**src/rtl/aes_img_pkg.sv**
```systemverilog
// Shared definitions for the encrypted-image path: block geometry, sequencer
// state encoding and the byte-select helper also used by the AES core.
package aes_img_pkg;

    localparam int BLOCK_BYTES = 16;
    localparam int BLOCK_W     = 8 * BLOCK_BYTES;

    typedef logic [BLOCK_W-1:0] aes_block_t;
    typedef logic [2:0]         seq_state_t;

    localparam seq_state_t ST_IDLE  = 3'd0;
    localparam seq_state_t ST_FETCH = 3'd1;
    localparam seq_state_t ST_ISSUE = 3'd2;
    localparam seq_state_t ST_WAIT  = 3'd3;
    localparam seq_state_t ST_DRAIN = 3'd4;
    localparam seq_state_t ST_DONE  = 3'd5;

    // Byte idx of a block, byte 0 being the most significant one.
    function automatic logic [7:0] block_byte(input aes_block_t blk, input logic [3:0] idx);
        aes_block_t shifted;
        shifted = blk << {idx, 3'b000};
        return shifted[BLOCK_W-1 -: 8];
    endfunction

endpackage

```
**src/rtl/rom_block_fetcher.sv**
```systemverilog
// Reads 16 consecutive ROM bytes starting at base and packs them MSB-first
// into one 128-bit block; block_valid marks the cycle the last byte lands.
module rom_block_fetcher
    import aes_img_pkg::*;
#(
    parameter int ADDR_W  = 15,
    parameter int ROM_LAT = 1
) (
    input  logic              clk,
    input  logic              rst,
    input  logic              go,
    input  logic [ADDR_W-1:0] base,
    output logic [ADDR_W-1:0] rom_addr,
    input  logic [7:0]        rom_data,
    output aes_block_t        block,
    output logic              block_valid
);

    logic               issuing;
    logic [3:0]         issue_idx;
    logic [ROM_LAT-1:0] data_vld;
    logic [3:0]         cap_idx;
    logic               capture;

    // Each issued address comes back as data ROM_LAT cycles later.
    assign capture     = data_vld[ROM_LAT-1];
    assign block_valid = capture && (cap_idx == 4'd15);

    always_ff @(posedge clk) begin
        if (!rst) begin
            rom_addr  <= '0;
            issuing   <= 1'b0;
            issue_idx <= '0;
            data_vld  <= '0;
            cap_idx   <= '0;
            block     <= '0;
        end else begin
            if (go) begin
                rom_addr  <= base;
                issuing   <= 1'b1;
                issue_idx <= '0;
            end else if (issuing) begin
                if (issue_idx == 4'd15) begin
                    issuing <= 1'b0;
                end else begin
                    rom_addr  <= rom_addr + ADDR_W'(1);
                    issue_idx <= issue_idx + 4'd1;
                end
            end

            data_vld[0] <= issuing;
            for (int i = 1; i < ROM_LAT; i++) begin
                data_vld[i] <= data_vld[i-1];
            end

            if (go) begin
                cap_idx <= '0;
            end else if (capture) begin
                cap_idx <= cap_idx + 4'd1;
            end

            if (capture) begin
                block <= {block[BLOCK_W-9:0], rom_data};
            end
        end
    end

endmodule

```
**src/rtl/aes_block_sequencer.sv**
```systemverilog
// Moves the encrypted image ROM -> AES decryption core -> decryption frame
// memory one 16-byte block at a time, with a single block in flight.
module aes_block_sequencer
    import aes_img_pkg::*;
#(
    parameter int ADDR_W    = 15,
    parameter int NUM_BYTES = 19200,
    parameter int ROM_LAT   = 1
) (
    input  logic              clk,
    input  logic              rst,
    input  logic              start,
    output logic [ADDR_W-1:0] rom_addr,
    input  logic [7:0]        rom_data,
    output logic              aes_in_valid,
    input  logic              aes_in_ready,
    output aes_block_t        aes_in_block,
    input  logic              aes_out_valid,
    output logic              aes_out_ready,
    input  aes_block_t        aes_out_block,
    output logic [ADDR_W-1:0] mem_addr,
    output logic [7:0]        mem_din,
    output logic              mem_we,
    output logic              busy,
    output logic              done,
    output logic [ADDR_W-5:0] block_count
);

    localparam int               CNT_W    = ADDR_W - 4;
    localparam logic [ADDR_W:0]  LAST_END = (ADDR_W+1)'(NUM_BYTES);

    if (NUM_BYTES % BLOCK_BYTES != 0) begin : g_bad_num_bytes
        $error("aes_block_sequencer: NUM_BYTES must be a multiple of 16");
    end
    if (ROM_LAT < 1 || ROM_LAT > 2) begin : g_bad_rom_lat
        $error("aes_block_sequencer: ROM_LAT must be 1 or 2");
    end

    seq_state_t        state;
    logic [ADDR_W-1:0] base;
    logic [ADDR_W-1:0] next_base;
    logic [ADDR_W-1:0] fetch_base;
    logic [3:0]        drain_idx;
    aes_block_t        plain;
    logic              accept_start;
    logic              last_write;
    logic              pass_end;
    logic              fetch_go;
    logic              block_valid;

    assign next_base    = base + ADDR_W'(BLOCK_BYTES);
    assign pass_end     = ({1'b0, base} + (ADDR_W+1)'(BLOCK_BYTES)) == LAST_END;
    assign accept_start = start && (state == ST_IDLE || state == ST_DONE);
    assign last_write   = (state == ST_DRAIN) && (drain_idx == 4'd15);
    assign fetch_go     = accept_start || (last_write && !pass_end);
    assign fetch_base   = accept_start ? '0 : next_base;

    rom_block_fetcher #(
        .ADDR_W  (ADDR_W),
        .ROM_LAT (ROM_LAT)
    ) u_fetcher (
        .clk         (clk),
        .rst         (rst),
        .go          (fetch_go),
        .base        (fetch_base),
        .rom_addr    (rom_addr),
        .rom_data    (rom_data),
        .block       (aes_in_block),
        .block_valid (block_valid)
    );

    always_ff @(posedge clk) begin
        if (!rst) begin
            state       <= ST_IDLE;
            base        <= '0;
            drain_idx   <= '0;
            block_count <= '0;
        end else begin
            case (state)
                ST_IDLE, ST_DONE: begin
                    if (start) begin
                        state       <= ST_FETCH;
                        base        <= '0;
                        block_count <= '0;
                    end
                end
                ST_FETCH: begin
                    if (block_valid) state <= ST_ISSUE;
                end
                ST_ISSUE: begin
                    if (aes_in_ready) state <= ST_WAIT;
                end
                ST_WAIT: begin
                    if (aes_out_valid) begin
                        state     <= ST_DRAIN;
                        drain_idx <= '0;
                    end
                end
                ST_DRAIN: begin
                    drain_idx <= drain_idx + 4'd1;
                    if (drain_idx == 4'd15) begin
                        block_count <= block_count + CNT_W'(1);
                        base        <= next_base;
                        state       <= pass_end ? ST_DONE : ST_FETCH;
                    end
                end
                default: state <= ST_IDLE;
            endcase
        end
    end

    // NOTE: plain is pure datapath with no reset; every consumer is gated by
    // the DRAIN state, so its post-reset contents are never observed.
    always_ff @(posedge clk) begin
        if (state == ST_WAIT && aes_out_valid) begin
            plain <= aes_out_block;
        end
    end

    assign aes_in_valid  = (state == ST_ISSUE);
    assign aes_out_ready = (state == ST_WAIT);
    assign mem_we        = (state == ST_DRAIN);
    assign mem_addr      = mem_we ? base + {{(ADDR_W-4){1'b0}}, drain_idx} : '0;
    assign mem_din       = mem_we ? block_byte(plain, drain_idx) : 8'h00;
    assign busy          = (state != ST_IDLE) && (state != ST_DONE);
    assign done          = (state == ST_DONE);

endmodule

```
**config.mk**
```make
export PLATFORM = sky130hd
export DESIGN_NAME = aes_block_sequencer
export DESIGN_NICKNAME = d
export VERILOG_FILES = /design/src/rtl/aes_img_pkg.sv /design/src/rtl/rom_block_fetcher.sv /design/src/rtl/aes_block_sequencer.sv
export SDC_FILE = /design/constraint.sdc
export NUM_CORES = 1
export LEC_CHECK = 0
export ABC_AREA = 1
export CORE_ASPECT_RATIO = 1.1
export CORE_MARGIN = 5
export CORE_UTILIZATION = 44
export CTS_CLUSTER_SIZE = 40
export DETAILED_ROUTE_END_ITERATION = 16
export PLACE_DENSITY = 0.76
export SETUP_SLACK_MARGIN = 0.4
export SLEW_MARGIN = 30
export SYNTH_ARGS = -nofsm -noshare
export SYNTH_HDL_FRONTEND = slang
export SYNTH_SLANG_ARGS = --single-unit
```
**constraint.sdc**
```tcl
create_clock -name clk -period 4.14 [get_ports clk]
set_clock_uncertainty 0.2 [all_clocks]
set_input_delay 0.621 -clock clk [delete_from_list [all_inputs] [get_ports clk]]
set_output_delay 0.621 -clock clk [all_outputs]
set_load 0.05 [all_outputs]
```
==> results of run 1 <==
-- what timing repair did --
item                                    CTS  global route
gates resized for setup                   2             8
endpoints found under the setup margin   16            11
gates cloned                              1             0
-- layout make-up --
class	count	share of cell area (%)
timing repair buffer	335	19.8
tap	363	2.68
clock inverter	4	0.369
multi-input combinational	920	25.8
timing repair inverter	1	0.0295
clock buffer	53	5.64
antenna	6	0.0885
inverter	60	1.40
sequential	310	44.2
-- logic make-up (layout without fill, tap and decap cells) --
| logic type | Yosys count | after routing |
|---|---|---|
| flip-flops | 310 | 310 |
| adder cells (fa/ha/maj) | 7 | 7 |
| other | 0 | 6 |
| AND/OR/NAND/NOR | 607 | 607 |
| XOR/XNOR | 14 | 14 |
| AO/OA/AOI/OAI | 292 | 292 |
| buffers and inverters | 142 | 453 |
-- critical path, delay by kind of cell (launching register included) --
kind	cells	cell delay (ns)
AND/OR/NAND/NOR	3	0.45
buffers and inverters	4	1.42
flip-flops	1	0.33
-- cells in the final DEF (no fill, tap or decap), types with 3 or more instances in the layout --
cell type and count:
nor2_1 388, clkdlybuf4s50_1 311, o21ai_0 207, dfxtp_1 179
edfxtp_1 128, nand2_1 118, inv_1 51, nand3_1 44
a21oi_1 38, clkbuf_16 32, o221ai_1 24, buf_4 15
nand4_1 14, xor2_1 13, nor3_1 12, clkbuf_1 11
o22ai_1 9, o211ai_1 8, nand3_2 8, ha_1 7
clkbuf_8 7, diode_2 6, nand2_2 6, nor2_4 4
a21oi_2 4, buf_12 4, inv_2 3, clkinvlp_4 3
clkinv_2 3, nor3_2 3, or2_2 3, dlymetal6s2s_1 3
-- power by group --
part	total, uW	internal (uW)	switching [uW]
Combinational	2890	920	1980
Sequential	3810	3520	284
Clock	2780	1630	1160
Total	9490	6070	3420
-- per-stage QoR --
| stage | util, % | instance area (um2) |
|---|---|---|
| after floorplan | - | 12400 |
| after detailed placement | 57.1 | 15900 |
| after global placement | 57.0 | 15900 |
| final | 60.9 | 17000 |
| after global routing | 60.9 | 17000 |
| after CTS | 60.7 | 16900 |
-- layer usage --
metal	GRT usage, %	up-vias
li1	-	5213
met4	9.01	10
met5	0	-
met2	37.0	461
met3	8.31	86
met1	26.9	5067
-- worst paths after layout --
kind	startpoint	endpoint	slack, ns	depth (start not counted)
max	state[1]$_SDFFE_PN0P_	mem_addr[1]	0.56	7
max reg2reg	drain_idx[1]$_SDFFE_PN0P_	u_fetcher.cap_idx[2]$_SDFFE_PP0P_	1.24	9
min	u_fetcher.issuing$_SDFF_PN0_	u_fetcher.capture$_SDFF_PN0_	0.25	2
min reg2reg	u_fetcher.issuing$_SDFF_PN0_	u_fetcher.capture$_SDFF_PN0_	0.25	2
-- sequential cells by signal, summed over array words and instances (netlist names) --
signal and cells:
plain 128, u_fetcher.block 128, u_fetcher.rom_addr 15, base 11, block_count 11, drain_idx 4, u_fetcher.cap_idx 4, u_fetcher.issue_idx 4
state 3, u_fetcher.capture 1, u_fetcher.issuing 1
==> summary.txt, run 1 <==
Outcome
  • Status: completed

Final layout
  • Layout cell share with drive strength beyond 1: 6.60%
  • Area occupied by multi-input gates: 4370 um2
  • Reg area: 7500 um2
  • Final non-filler cell total: 2052
  • Nets: 1807
  • P&R area growth vs syn: 36.6%
  • Fill count: 2331

STA
  • Final worst setup slack: 0.556 ns
  • Fin crit share: 86.6%
  • Slew headroom: 44.1%
  • # setup viols final: 0
  • TNS Setup: 0 ns
  • Hold Fails Final Rpt: 0
  • Final hold slack: 0.246 ns
  • Fmax: 279 MHz
  • RSZ-0062 raised after global routing: false
  • Actual slew at the worst max-slew pin: 0.838 ns
  • Max-slew violation count: 0
  • Min cycle time layout: 3.58 ns

Critical path
  • Worst Setup End Kind: primary output
  • Startpoint Class: register
  • Slowest cell on crit path: clkdlybuf4s50_1
  • Worst EP required: 3.32 ns
  • Slowest stage delay, CP: 0.82 ns
  • Worst Path Max Fanout: 11
  • Cell breakdown of the critical path: inv_2 > nand2_1 > nor2_4 > clkinv_2 > buf_4 > nor2_1 > clkdlybuf4s50_1
  • Critical path arrival: 2.76 ns
  • Critical Setup Path Class: register to primary output

Power and ir drop
  • Power density over the cells: 559 nW/um2
  • Pleak: 0.00652 uW
  • Worst-case vdd ir drop: 0.364 mV
  • Tot Pwr: 9490 uW

Synth
  • Async SR Flop Fraction: 0%
  • Mux share of post-synthesis cell area: 0%
  • Cell count after synthesis: 1372
  • Synth top area cells: edfxtp_1 31%, dfxtp_1 29%, nor2_1 12%, o21ai_0 8.3%, nand2_1 3.6%
  • Synth Flop Type: dfxtp_1
  • Largest area contributor in the netlist: edfxtp_1
  • Synth Area in Adders: 0.705%
  • Post-synth top cells: 388 x nor2_1, 207 x o21ai_0, 182 x dfxtp_1
  • Largest family of logic cells by synthesized area: simple AND/OR/NAND/NOR gates
  • EDFF count, synth: 128
  • Synth Area in Compound Gates: 12.9%
  • Post-Synth XOR/XNOR Area: 0.988%
  • Mapped Area: 12400 um2
  • Sequential share of the synthesized area: 60.3%
  • #FFs+latches synth: 310
  • Synth top area share: 31.0%
  • Simple-Gate Fraction of Synth Area: 20.5%
  • Post-Syn Nets: 1520
  • Dominant cell by count in the synthesized netlist: nor2_1
  • Avg Synthesized Cell Area: 9.05 um2
  • Synth cell types: 38
  • Synth Warn #: 0

Clocking
  • Num CTS Buffers: 31
  • Clock Latency Late Sink: 0.57 ns
  • Clock sinks: 310
  • Max clock buf depth: 3
  • Clock Pin Slew Worst Setup and Hold Paths: 0.06 ns
  • H-tree Lvls: 1
  • CTS root buf: clkbuf_16
  • Setup Fix Bufs, Post-CTS: 0
  • CTS tree: done
  • Hold-fix buffers at CTS: 0

Global routing
  • Antenna violations before repair: 11
  • First-pass GRT wire length: 57.1 mm
  • Vias in the first global route: 10600
  • GR Overflow Total: 0
  • Total GRT Usage: 22.5%
  • Largest net degree at the start of global routing: 134

Route
  • Drc violations: 0
  • Routed wl met2: 17.3 mm
  • Initial DRT Pass Iterations: 5
  • Met3 routed WL: 3.88 mm
  • Top Layer Used: met5
  • Via count: 10800
  • Antenna Nets Post-Route: 0
  • Post-Route WL: 37.3 mm
  • Drt wl/cell: 18.2 um
  • DRT iter0 DRCs: 974
  • Met1 wire length: 14.5 mm
  • Vias per inst: 5.28

Floorplanning
  • DIE HEIGHT: 186 um
  • Rows: 64
  • Initial Utilization: 44.6%
  • Chip width: 170 um
  • Core Area: 27900 um2
  • Die area: 31700 um2
  • IO Pins: 323

Place
  • Hpwl dp: 25.6 mm
  • Place WS: 0.771 ns
  • Dpl cells: 1988
  • I/O Buffers: 322
  • Routability cong.: 0.886

Worst hold path
  • HP Class: register to register

Run
  • Max-Cap Viols: 0
Note: power is estimated with default switching activity, not from simulation.
==> inputs of run 2 (changes only) <==
--- a/config.mk
+++ b/config.mk
@@ -9,9 +9,11 @@
 export CORE_ASPECT_RATIO = 1.1
 export CORE_MARGIN = 5
 export CORE_UTILIZATION = 44
-export CTS_CLUSTER_SIZE = 40
+export CTS_CLUSTER_SIZE = 8
 export DETAILED_ROUTE_END_ITERATION = 16
+export GPL_ROUTABILITY_DRIVEN = 0
 export PLACE_DENSITY = 0.76
+export REMOVE_ABC_BUFFERS = 1
 export SETUP_SLACK_MARGIN = 0.4
 export SLEW_MARGIN = 30
 export SYNTH_ARGS = -nofsm -noshare
==> run 2 against run 1 <==
Via count hardly changed. Total power is 4.7% higher. Design area is 1.3% higher. Clock-buffer cell count is 12 higher. Global-route usage is 0.20 points lower.
==> summary.txt, run 2 (synthesis results as in run 1) <==
Outcome
  • Status: completed (unchanged)

Floorplanning
  • IO Pins: 323 (unchanged)
  • Initial Utilization: 44.6% (unchanged)
  • DIE HEIGHT: 186 um (unchanged)
  • Chip width: 170 um (unchanged)
  • Die area: 31700 um2 (unchanged)
  • Rows: 64 (unchanged)
  • Core Area: 27900 um2 (unchanged)

Route
  • Vias per inst: 5.26 (was 5.28)
  • Drc violations: 0 (unchanged)
  • Drt wl/cell: 17.8 um (was 18.2 um)
  • Via count: 10800 (about the same)
  • Initial DRT Pass Iterations: 5 (unchanged)
  • Antenna Nets Post-Route: 0 (unchanged)
  • DRT iter0 DRCs: 766 (was 974)
  • Post-Route WL: 36.6 mm (was 37.3 mm)

STA
  • # setup viols final: 0 (unchanged)
  • Max-slew violation count: 0 (unchanged)
  • Min cycle time layout: 3.48 ns (was 3.58 ns)
  • Fmax: 287 MHz (was 279 MHz)
  • Slew headroom: 48.3% (was 44.1%)
  • Hold Fails Final Rpt: 0 (unchanged)
  • Fin crit share: 84.1% (was 86.6%)
  • RSZ-0062 raised after global routing: false (unchanged)
  • Actual slew at the worst max-slew pin: 0.776 ns (was 0.838 ns)

Run
  • Max-Cap Viols: 0 (unchanged)

Final layout
  • Nets: 1821 (was 1807)
  • Util after Layout: 61.6% (was 60.9%)
  • Commonest cells after routing, fill and taps aside: 388 x nor2_1, 313 x clkdlybuf4s50_1, 207 x o21ai_0 (was 388 x nor2_1, 311 x clkdlybuf4s50_1, 207 x o21ai_0)
  • P&R area growth vs syn: 38.3% (was 36.6%)
  • Layout cell share with drive strength beyond 1: 6.32% (was 6.60%)
  • Fill count: 2278 (was 2331)
  • Area occupied by multi-input gates: 4360 um2 (was 4370 um2)
  • Commonest non-fill, non-tap cell in the layout: nor2_1 (unchanged)
  • Largest regs: plain x128, u_fetcher.block x128, u_fetcher.rom_addr x15 (unchanged)
  • Final non-filler cell total: 2058 (was 2052)
  • Reg area: 7490 um2 (was 7500 um2)

Place
  • Dpl cells: 1990 (was 1988)
  • I/O Buffers: 322 (unchanged)
  • Hpwl dp: 24.5 mm (was 25.6 mm)

Critical path
  • R2r startpoint: drain_idx[0]$_SDFFE_PN0P_ (was drain_idx[1]$_SDFFE_PN0P_)
  • Slowest stage delay, CP: 0.84 ns (was 0.82 ns)
  • Worst Path Max Fanout: 14 (was 11)
  • Cell breakdown of the critical path: nand2_1 > nor2_4 > clkinv_1 > buf_4 > nor2_1 > clkdlybuf4s50_1 (was inv_2 > nand2_1 > nor2_4 > clkinv_2 > buf_4 > nor2_1 > clkdlybuf4s50_1)
  • Worst EP required: 3.32 ns (about the same)
  • Worst Setup End Kind: primary output (unchanged)
  • Startpoint Class: register (unchanged)
  • Cell count of the worst reg-to-reg path: 9 (unchanged)
  • Critical Setup Path Class: register to primary output (unchanged)
  • R2r setup slk: 1.28 ns (was 1.24 ns)
  • Critical path arrival: 2.66 ns (was 2.76 ns)
  • Reg-to-reg endpoint: u_fetcher.cap_idx[2]$_SDFFE_PP0P_ (unchanged)
  • Slowest cell on crit path: clkdlybuf4s50_1 (unchanged)

Clocking
  • H-tree Lvls: 2 (was 1)
  • CTS root buf: clkbuf_16 (unchanged)
  • Num CTS Buffers: 44 (was 31)
  • Max clock buf depth: 3 (unchanged)
  • Clock sinks: 310 (unchanged)
  • Hold-fix buffers at CTS: 0 (unchanged)
  • Clock Pin Slew Worst Setup and Hold Paths: 0.05 ns (was 0.06 ns)
  • Clock Latency Late Sink: 0.53 ns (was 0.57 ns)
  • CTS tree: done (unchanged)

Power and ir drop
  • Tot Pwr: 9930 uW (was 9490 uW)
  • Power density over the cells: 578 nW/um2 (was 559 nW/um2)
  • Pleak: 0.00665 uW (was 0.00652 uW)
  • Worst-case vdd ir drop: 0.429 mV (was 0.364 mV)

Worst hold path
  • Hold path start: u_fetcher.issuing$_SDFF_PN0_ (unchanged)
  • HP Class: register to register (unchanged)
  • Hold path cells: 2 (unchanged)
  • Worst Hold End: u_fetcher.capture$_SDFF_PN0_ (unchanged)

Global routing
  • GR Overflow Total: 0 (unchanged)
  • Met2 usage: 37.3% (was 37.0%)
  • First-pass GRT wire length: 57.3 mm (was 57.1 mm)
  • Vias in the first global route: 10800 (was 10600)
  • Largest net degree at the start of global routing: 129 (was 134)
  • GR Util met1: 26.9% (about the same)
  • Total GRT Usage: 22.3% (was 22.5%)
  • Antenna violations before repair: 2 (was 11)
  • GRT busiest layer: met2 (unchanged)
  • GR Layer Usage met3: 9.07% (was 8.31%)
==> run 2: final cells by class <==
class                      count  share of cell area, %
multi-input combinational    920                   25.4
tap                          363                   2.64
sequential                   310                   43.6
antenna                        1                 0.0146
timing repair buffer         337                   19.7
inverter                      60                   1.35
clock buffer                  65                   6.99
clock inverter                 2                  0.270
==> run 2: metal layers <==
metal  vias to the layer above  part of all wire, %
li1                       5233                    -
met1                      5095                   39
met2                       436                   48
met3                        68                   11
met4                         2                  2.4
met5                         -                0.055
==> run 2: worst max path at each step <==
stage,to,start,cells past startpoint
after floorplan,plain[0]$_DFFE_PP_,state[0]$_SDFFE_PN0P_,4
after CTS,mem_din[5],drain_idx[0]$_SDFFE_PN0P_,6
after global placement,mem_din[7],drain_idx[1]$_SDFFE_PN0P_,6
final,mem_addr[0],state[2]$_SDFFE_PN0P_,6
after detailed placement,mem_din[4],drain_idx[1]$_SDFFE_PN0P_,6
after global routing,mem_addr[0],state[2]$_SDFFE_PN0P_,6
==> run 2: worst max-delay path: cells and delay by family (launching register included) <==
kind / cells / cell delay, ns
buffers and inverters: 3 / 1.18
and+or+nand+nor: 3 / 0.55
DFF: 1 / 0.40
==> run 2: metrics by stage <==
stage                     TNS (ns)  hold slack [ns]  instance area (um2)  setup slack (ns)
after floorplan            -188.21            0.220                12100            -0.953
after global placement           0            0.230                15900             0.910
after detailed placement         0            0.225                15900             0.795
after CTS                        0            0.233                17200             0.458
after global routing             0            0.250                17200             0.510
final                            0            0.243                17200             0.659
==> run 2: timing repair <==
item                       4_1_cts  5_1_grt
setup endpoints to repair        5        4
buffers inserted                 0        0
gates resized for setup          5        4
hold endpoints to repair         0        0
==> run 2: power breakdown <==
part | switching [uW] | internal [uW]
Clock | 1280 | 1980
Sequential | 256 | 3530
Combinational | 1980 | 913
==> inputs of run 3 (changes only) <==
==> constraint.sdc (replaced) <==
create_clock -name clk -period 3.1 [get_ports clk]
set_clock_uncertainty 0.2 [all_clocks]
set_input_delay 0.465 -clock clk [delete_from_list [all_inputs] [get_ports clk]]
set_output_delay 0.465 -clock clk [all_outputs]
set_load 0.05 [all_outputs]
==> run 3 against run 2 <==
Utilization up 2.0 points. Critical path depth unchanged. Hold slack worse by 0.12 ns. Sequential cell count unchanged. Cell count up 1.0%. Largest cell class unchanged.
==> summary.txt, run 3 (synthesis results as in run 1) <==
Route
  • Met3 routed WL: 4.10 mm (was 4.12 mm)
  • Antenna Nets Post-Route: 0 (unchanged)
  • Post-Route WL: 38.3 mm (was 36.6 mm)
  • Drc violations: 0 (unchanged)
  • DRT iter0 DRCs: 917 (was 766)
  • Routed wl met2: 18.5 mm (was 17.4 mm)
  • Met1 wire length: 14.5 mm (was 14.1 mm)
  • Drt wl/cell: 18.4 um (was 17.8 um)
  • Initial DRT Pass Iterations: 6 (was 5)
  • Vias per inst: 5.29 (was 5.26)
  • Via count: 11000 (was 10800)
  • Top Layer Used: met5 (unchanged)

Global routing
  • Vias in the first global route: 11200 (was 10800)
  • Antenna violations before repair: 6 (was 2)
  • Largest net degree at the start of global routing: 129 (unchanged)
  • First-pass GRT wire length: 60.0 mm (was 57.3 mm)
  • Total GRT Usage: 23.7% (was 22.3%)
  • GR Overflow Total: 0 (unchanged)

STA
  • # setup viols final: 0 (unchanged)
  • Actual slew at the worst max-slew pin: 0.646 ns (was 0.776 ns)
  • Final hold slack: 0.127 ns (was 0.243 ns)
  • Final worst setup slack: 0.393 ns (was 0.659 ns)
  • Fmax: 369 MHz
  • Hold Fails Final Rpt: 0 (unchanged)
  • Min cycle time layout: 2.71 ns
  • RSZ-0062 raised after global routing: true (was false)
  • Max-slew violation count: 0 (unchanged)
  • Slew headroom: 57.0% (was 48.3%)
  • Fin crit share: 87.3%

Power and ir drop
  • Pleak: 0.00683 uW (was 0.00665 uW)
  • Sw Share: 35.3% (about the same)
  • Sequential share of power: 37.6% (was 38.1%)
  • Psw: 4770 uW (was 3510 uW)
  • Power density over the cells: 764 nW/um2 (was 578 nW/um2)
  • Comb power frac: 29.9% (was 29.1%)
  • P_int: 8760 uW (was 6430 uW)
  • Worst-case vdd ir drop: 0.508 mV (was 0.429 mV)
  • Clk pwr share: 32.5% (was 32.8%)

Critical path
  • CP delay by family, top: compound AO/OA/AOI/OAI gates (was buffers and inverters)
  • Slowest cell on crit path: dfxtp_4 (was clkdlybuf4s50_1)
  • Cell breakdown of the critical path: buf_16 > o21ai_0 > o221ai_1 > nand3_1 > a21oi_2 > buf_6 (was nand2_1 > nor2_4 > clkinv_1 > buf_4 > nor2_1 > clkdlybuf4s50_1)
  • Critical path arrival: 2.04 ns (was 2.66 ns)
  • Worst Setup End Kind: primary output (unchanged)
  • R2r startpoint: drain_idx[0]$_SDFFE_PN0P_ (unchanged)
  • Worst Path Max Fanout: 33 (was 14)
  • Cell count of the worst reg-to-reg path: 12 (was 9)
  • Worst EP required: 2.43 ns (was 3.32 ns)
  • Slowest stage delay, CP: 0.45 ns (was 0.84 ns)
  • R2r setup slk: 0.68 ns (was 1.28 ns)
  • Critical Setup Path Class: register to primary output (unchanged)
  • Worst Path Buf+Inv: 2 (was 3)
  • Reg-to-reg endpoint: block_count[10]$_SDFFE_PN0P_ (was u_fetcher.cap_idx[2]$_SDFFE_PP0P_)
  • Startpoint Class: register (unchanged)
  • WP depth: 6 (unchanged)

Clocking
  • Clock Latency Late Sink: 0.52 ns (was 0.53 ns)
  • Clock Pin Slew Worst Setup and Hold Paths: 0.05 ns (about the same)
  • Max clock buf depth: 3 (unchanged)
  • Hold-fix buffers at CTS: 0 (unchanged)
  • Num CTS Buffers: 44 (unchanged)
  • Clock sinks: 310 (unchanged)
  • CTS tree: done (unchanged)
  • H-tree Lvls: 2 (unchanged)
  • CTS root buf: clkbuf_16 (unchanged)

Worst hold path
  • Worst Hold End: u_fetcher.capture$_SDFF_PN0_ (unchanged)
  • Hold path start: rst (was u_fetcher.issuing$_SDFF_PN0_)
  • Hold path cells: 3 (was 2)
  • HP Class: input pin to register (was register to register)

Final layout
  • Commonest cells after routing, fill and taps aside: 374 x nor2_1, 293 x clkdlybuf4s50_1, 200 x o21ai_0 (was 388 x nor2_1, 313 x clkdlybuf4s50_1, 207 x o21ai_0)
  • Layout cell share with drive strength beyond 1: 9.99% (was 6.32%)
  • P&R area growth vs syn: 42.7% (was 38.3%)
  • Nets: 1839 (was 1821)
  • Fill count: 2224 (was 2278)
  • Commonest non-fill, non-tap cell in the layout: nor2_1 (unchanged)
  • Largest regs: plain x128, u_fetcher.block x128, u_fetcher.rom_addr x15 (unchanged)

Floorplanning
  • Initial Utilization: 44.6% (unchanged)
  • Die area: 31700 um2 (unchanged)
  • Core Area: 27900 um2 (unchanged)
  • DIE HEIGHT: 186 um (unchanged)
  • Rows: 64 (unchanged)
  • IO Pins: 323 (unchanged)
  • Chip width: 170 um (unchanged)

Place
  • I/O Buffers: 322 (unchanged)
  • Place WS: 0.632 ns (was 0.795 ns)
  • Hpwl dp: 25.0 mm (was 24.5 mm)

Run
  • Max-Cap Viols: 0 (unchanged)

Outcome
  • Status: completed (unchanged)
run 3: changes by cell type in the layout (fill, tap and decap cells not counted), moves of 4 or more:
cell,delta
buf_12,+22
clkdlybuf4s50_1,-20
nor2_1,-14
nor2_2,+14
buf_6,+7
o21ai_0,-7
a21oi_1,-6
a21oi_2,+6
o21ai_1,+6
dlymetal6s2s_1,-4
run 3: how the worst max path moves through the flow:
stage | startpoint | endpoint | slack (ns)
after global placement | drain_idx[0]$_SDFFE_PN0P_ | mem_din[0] | 0.65
after detailed placement | drain_idx[0]$_SDFFE_PN0P_ | mem_din[0] | 0.63
after CTS | drain_idx[0]$_SDFFE_PN0P_ | mem_din[0] | 0.32
after floorplan | state[0]$_SDFFE_PN0P_ | plain[0]$_DFFE_PP_ | -1.99
final | drain_idx[0]$_SDFFE_PN0P_ | mem_din[6] | 0.39
after global routing | drain_idx[1]$_SDFFE_PN0P_ | mem_din[6] | 0.31
run 3: area by class of cell:
class | count | area, um2 | area share, %
Sequential cell | 310 | 7500 | 42.3
Multi-Input combinational cell | 920 | 4430 | 25.0
Timing Repair Buffer | 355 | 3830 | 21.6
Clock buffer | 66 | 1240 | 6.98
Tap cell | 363 | 454 | 2.56
Inverter | 60 | 249 | 1.41
Clock inverter | 1 | 16.3 | 0.0918
Antenna cell | 4 | 10.0 | 0.0565
run 3: per-stage QoR:
step / cell area (um2) / power (uW) / setup TNS [ns] / util [%] / cells
floorplan: 12100 / 7560 / -461.00 / - / 1290
detailed placement: 16100 / 9000 / 0 / 57.8 / 1995
finish: 17700 / 13500 / 0 / 63.6 / 2079
global placement: 16100 / 8930 / 0 / 57.8 / 1995
global route: 17700 / 14100 / 0 / 63.6 / 2079
CTS: 17600 / 13600 / 0 / 63.3 / 2073
run 3: layer usage:
layer  vias to the layer above  global-route usage, %
met5                         -                      0
met4                         4                   9.33
met3                        80                   9.45
met2                       471                   39.6
met1                      5179                   27.4
li1                       5272                      -
run 3: power by group through the flow:
stage               Sequential (uW)  Combinational (uW)  Clock (uW)
finish                         5090                4040        4400
global route                   5150                4340        4650
CTS                            5090                4000        4500
detailed placement             5140                3860           0
global placement               5120                3810           0
floorplan                      6200                1360           0
run 3: timing repair:
action | in CTS | in global routing
endpoints found under the setup margin | 28 | 25
cloned | 5 | 0
gates resized for setup | 43 | 33
setup buffers | 6 | 2
pin swaps | 13 | 8
run 3: worst min-delay path, cell delays in order:
cell,delay [ns]
buf_4,0.21
nand2_1,0.10
inv_1,0.03
==> edit 1, RTL diff (flow settings as in run 1) <==
`ROM_LAT` is set to 1 in 2 places; all go to 2.
--- a/src/rtl/rom_block_fetcher.sv
+++ b/src/rtl/rom_block_fetcher.sv
@@ -5,5 +5,5 @@
 #(
     parameter int ADDR_W  = 15,
-    parameter int ROM_LAT = 1
+    parameter int ROM_LAT = 2
 ) (
     input  logic              clk,
--- a/src/rtl/aes_block_sequencer.sv
+++ b/src/rtl/aes_block_sequencer.sv
@@ -6,5 +6,5 @@
     parameter int ADDR_W    = 15,
     parameter int NUM_BYTES = 19200,
-    parameter int ROM_LAT   = 1
+    parameter int ROM_LAT   = 2
 ) (
     input  logic              clk,
Check against the original RTL: not equivalent (a bounded check fails within 4 cycles, from zero or initial values and one cycle with rst low).
==> edit 1 against run 1 <==
Combinational power decreased by 20%; wire length decreased by 2.7%; area after synthesis increased by 0.68%; global-route usage decreased by 0.24 points; total power decreased by 8.2%; synthesized cell count increased by 0.36%; sequential power decreased by 5%; sequential cell count increased by 1; cell area increased by 0.43%; critical path depth decreased by 4; worst setup slack improved by 0.00073 ns; non-clock buffer count increased by 5; critical path type unchanged; largest power group unchanged.
==> edit 1: results (changes against run 1) <==
Power and ir drop
  – Pleak: 6.54 nW (+0.32%)
  – VDD IR-drop max: 0.427 mV (+17%)
  – Pwr/cell area: 511 nW/um2 (-8.6%)

Drt
  – Per-cell routed wire length: 17.6 um (-3.2%)
  – Vias/cell: 5.24 (-0.84%)
  – DRT iter0 DRCs: 1,047 (+7.5%)
  – Pre-antenna DRT Iters: 6 (+1)

Cells and area
  – Final nets: 1,817 (+0.55%)
  – Layout cell share with drive strength beyond 1: 7.38% (+0.79 points)
  – Non-Filler Instances: 2,063 (+0.54%)
  – Fillers: 2,281 (-2.1%)

Yosys
  – Top post-synthesis cells by area: edfxtp_1 (31%), dfxtp_1 (29%), nor2_1 (11%), o21ai_0 (8.2%), nand2_1 (3.6%)
  – Netlist cell types: 41 (+7.9%)
  – Syn_nets: 1,525 (+0.33%)
  – Post-Synthesis Cells: 1,377 (+0.36%)
  – Sequential element share of the synthesized area: 60.1% (-0.24 points)
  – Post-synth top cells: nor2_1 (378), o21ai_0 (205), dfxtp_1 (183), edfxtp_1 (128), nand2_1 (121)

Placement
  – Final HPWL DP: 25,600 um (-0.12%)
  – GP Congestion: 0.962 (+8.5%)
  – Pre-CTS setup slack: 0.873 ns (+0.101 ns)
  – DP Cell Count: 1,999 (+0.55%)
  – DP Area: 16,000 um2 (+0.61%)

GRT
  – Global-route wire length before repair: 57,700 um (+0.97%)
  – Vias in the first global route: 10.5k (-0.99%)
  – Initial antenna violation count: 7 (-4)
  – Gr usage total: 22.2% (-0.24 points)

Timing
  – Hold WS: 0.211 ns (-0.0349 ns)

Clock network
  – Worst-Skew Late Latency: ~0.56 ns

Die
  – Die Footprint: 31,900 um2 (+0.64%)

Outcome
  – Status: finished, final reports clean

Critical path
  – Crit-path max FO: 13 (+2)
edit 1: cell types whose count changed in the layout (fill, tap and decap cells not counted), moves of 3 or more:
| cell | delta |
|---|---|
| buf_4 | +7 |
| clkinv_1 | +3 |
| nand2_1 | +3 |
| inv_1 | -4 |
| dlymetal6s2s_1 | -3 |
| nor3_1 | +3 |
| nor2_1 | -11 |
| nor2_2 | +5 |
| clkbuf_1 | -4 |
| a31oi_1 | +3 |
edit 1: power by group:
part	leakage [nW]	total, mW	switching (mW)	internal (mW)
sequential	2.64	3.62	0.189	3.43
combinational	3.39	2.32	1.58	0.742
clock	0.511	2.77	1.15	1.62
total	6.54	8.71	2.92	5.79
edit 1: logic make-up after synthesis:
kind of cell | synth area share, %
and+or+nand+nor | 20.5
DFF | 60.1
AOI/OAI and AO/OA | 13.2
buffers and inverters | 4.49
xor gates and xnor gates | 1.05
adders and majority gates | 0.701
edit 1: path summary, 6_finish.rpt:
kind / startpoint / endpoint / slack [ns] / cells after the start
worst max register to register: state[0] / block_count[5] / 1.37 / 10
worst min register to register: u_fetcher.data_vld[0] / u_fetcher.data_vld[1] / 0.21 / 2
worst max-delay path: drain_idx[3] / mem_addr[3] / 0.56 / 3
worst min-delay path: u_fetcher.data_vld[0] / u_fetcher.data_vld[1] / 0.21 / 2
edit 1: final cells by class:
| cell class | instances | area share (%) |
|---|---|---|
| clock inverters | 6 | 0.411 |
| diodes | 7 | 0.103 |
| well taps | 363 | 2.67 |
| repair buffers | 340 | 19.8 |
| clock buffers | 51 | 5.55 |
| inverters | 58 | 1.31 |
| multi-input cells | 927 | 26.1 |
| flip-flops and latches | 311 | 44.1 |
edit 1: what timing repair did:
| action | CTS | global route |
|---|---|---|
| pin swaps | 0 | 0 |
| resized for setup | 2 | 2 |
| endpoints found under the setup margin | 2 | 2 |
edit 1: worst max-delay path, cell delays in order, from the launching register on:
cell             delay (ns)
dfxtp_1                0.64
clkinv_1               0.48
nor2_1                 0.26
clkdlybuf4s50_1        0.83
edit 1: metal layers:
metal | track usage (%) | wire length, um | vias up
li1 | - | - | 5248
met1 | 27.9 | 14100 | 5036
met2 | 35.2 | 17000 | 432
met3 | 8.04 | 3710 | 88
met4 | 8.39 | 1450 | 0
met5 | 0 | 0 | -
==> edit 2, RTL diff (settings of run 1) <==
Without the edit above. Register the output `block_count` once more, without a reset; this adds one clock of latency there. The other outputs are not delayed to match.
--- a/src/rtl/aes_block_sequencer.sv
+++ b/src/rtl/aes_block_sequencer.sv
@@ -29,4 +29,6 @@
     localparam int               CNT_W    = ADDR_W - 4;
     localparam logic [ADDR_W:0]  LAST_END = (ADDR_W+1)'(NUM_BYTES);
+
+    logic [ADDR_W-5:0] block_count_s0;
 
     if (NUM_BYTES % BLOCK_BYTES != 0) begin : g_bad_num_bytes
@@ -75,5 +77,5 @@
             base        <= '0;
             drain_idx   <= '0;
-            block_count <= '0;
+            block_count_s0 <= '0;
         end else begin
             case (state)
@@ -82,5 +84,5 @@
                         state       <= ST_FETCH;
                         base        <= '0;
-                        block_count <= '0;
+                        block_count_s0 <= '0;
                     end
                 end
@@ -100,5 +102,5 @@
                     drain_idx <= drain_idx + 4'd1;
                     if (drain_idx == 4'd15) begin
-                        block_count <= block_count + CNT_W'(1);
+                        block_count_s0 <= block_count_s0 + CNT_W'(1);
                         base        <= next_base;
                         state       <= pass_end ? ST_DONE : ST_FETCH;
@@ -126,4 +128,8 @@
     assign done          = (state == ST_DONE);
 
+    always_ff @(posedge clk) begin
+        block_count <= block_count_s0;
+    end
+
 endmodule
 
Behaviour: same outputs for any inputs over 4 cycles, from zero or initial values and one cycle with rst low; that may be too few to reach the edited logic, so the function may still have changed.
==> edit 2 against run 1 <==
Utilization down 0.62 points; worst setup slack got worse by 0.0025 ns; sequential share of layout area increased by 0.65 points; sequential cell count up 11; critical endpoint is now mem_addr[5]; synthesized cell count is 1.1% higher; global-route usage about the same; total power rose by 1.2%; via count is 1.5% higher; worst hold slack worse by 0.092 ns; largest power group unchanged; critical path type unchanged; wire length increased by 1.4%; cell area rose by 1.4%; area after synthesis grew 2.0%.
==> edit 2: results (changes against run 1) <==
Cells and area
  – Final core occ: 60.2% (-0.62 points)
  – Fillers: 2,377 (+2.0%)
  – Non-Filler Instances: 2,069 (+0.83%)
  – Final nets: 1,824 (+0.94%)
  – Layout cell share with drive strength beyond 1: 6.29% (-0.30 points)
  – Ant diodes: 0 (-6)

Min path
  – Hold depth: 0 (-2)
  – Hold-critical path endpoint: block_count[10]
  – HP Start: block_count_s0[10]

Power and ir drop
  – Total chip power: 9.60 mW (+1.2%)
  – VDD IR-drop max: 0.427 mV (+17%)
  – Pleak: 6.77 nW (+3.9%)
  – Switching share of power: 35.6% (-0.43 points)

Outcome
  – Status: finished, final reports clean

GRT
  – Global-route wire length before repair: 58,300 um (+2.1%)
  – Gr usage total: 22.5% (+0.041 points)
  – Largest net degree at the start of global routing: 132 (-1.5%)
  – Initial antenna violation count: 4 (-7)

Drt
  – DRT iter0 DRCs: 1,114 (+14%)
  – Per-cell routed wire length: 18.3 um (+0.59%)
  – DR vias: 11.0k (+1.5%)

Yosys
  – Netlist cell types: 42 (+11%)
  – Sequential element share of the synthesized area: 60.9% (+0.58 points)
  – Syn_nets: 1,535 (+0.99%)
  – Top post-synthesis cells by area: dfxtp_1 (31%), edfxtp_1 (30%), nor2_1 (12%), o21ai_0 (8.1%), nand2_1 (3.5%)
  – Post-Synthesis Cells: 1,387 (+1.1%)

Critical path
  – R2R depth: 7 (-2)
  – Reg2Reg Setup Slack: 1.31 ns (+0.07 ns)
  – Worst setup path end: mem_addr[5]
  – Crit-path max FO: 27 (+16)
  – Reg2reg start: drain_idx[3]

Placement
  – DP Cell Count: 2,011 (+1.2%)
  – Final HPWL DP: 26,600 um (+4.0%)
  – DP Area: 16,100 um2 (+1.6%)
  – Pre-CTS setup slack: 0.929 ns (+0.158 ns)

Timing
  – Hold WS: 0.154 ns (-0.0921 ns)
  – Tcrit/Tclk final: 86.6% (about the same)

Clock network
  – # resized after CTS: 3 (+1)
edit 2: cells by family after synthesis:
logic type,after synthesis,share of synthesized area [%]
AO/OA/AOI/OAI,291,12.7
adder cells (fa/ha/maj),7,0.692
flip-flops,321,60.9
buffers and inverters,140,4.46
AND/OR/NAND/NOR,615,20.4
XOR/XNOR,13,0.899
edit 2: final cells by class:
class	count	share of cell area [%]
Clock buffer	51	5.42
Clock inverter	7	0.517
Inverter	60	1.32
Tap cell	368	2.68
Sequential cell	321	44.8
Timing Repair Buffer	336	19.7
Multi-Input combinational cell	926	25.6
edit 2: critical path: stages (launching register included):
cell,delay (ns)
dfxtp_1,0.34
inv_1,0.11
nand2_1,0.10
nor2_2,0.33
inv_2,0.34
nor2_1,0.17
clkdlybuf4s50_1,0.83
edit 2: routing by layer:
layer	GRT usage, %	share of wire (%)	vias to the layer above
met1	28.5	38	5119
met3	8.16	12	83
met4	6.59	3.2	8
li1	-	-	5260
met2	36.4	47	529
met5	0	0.15	-
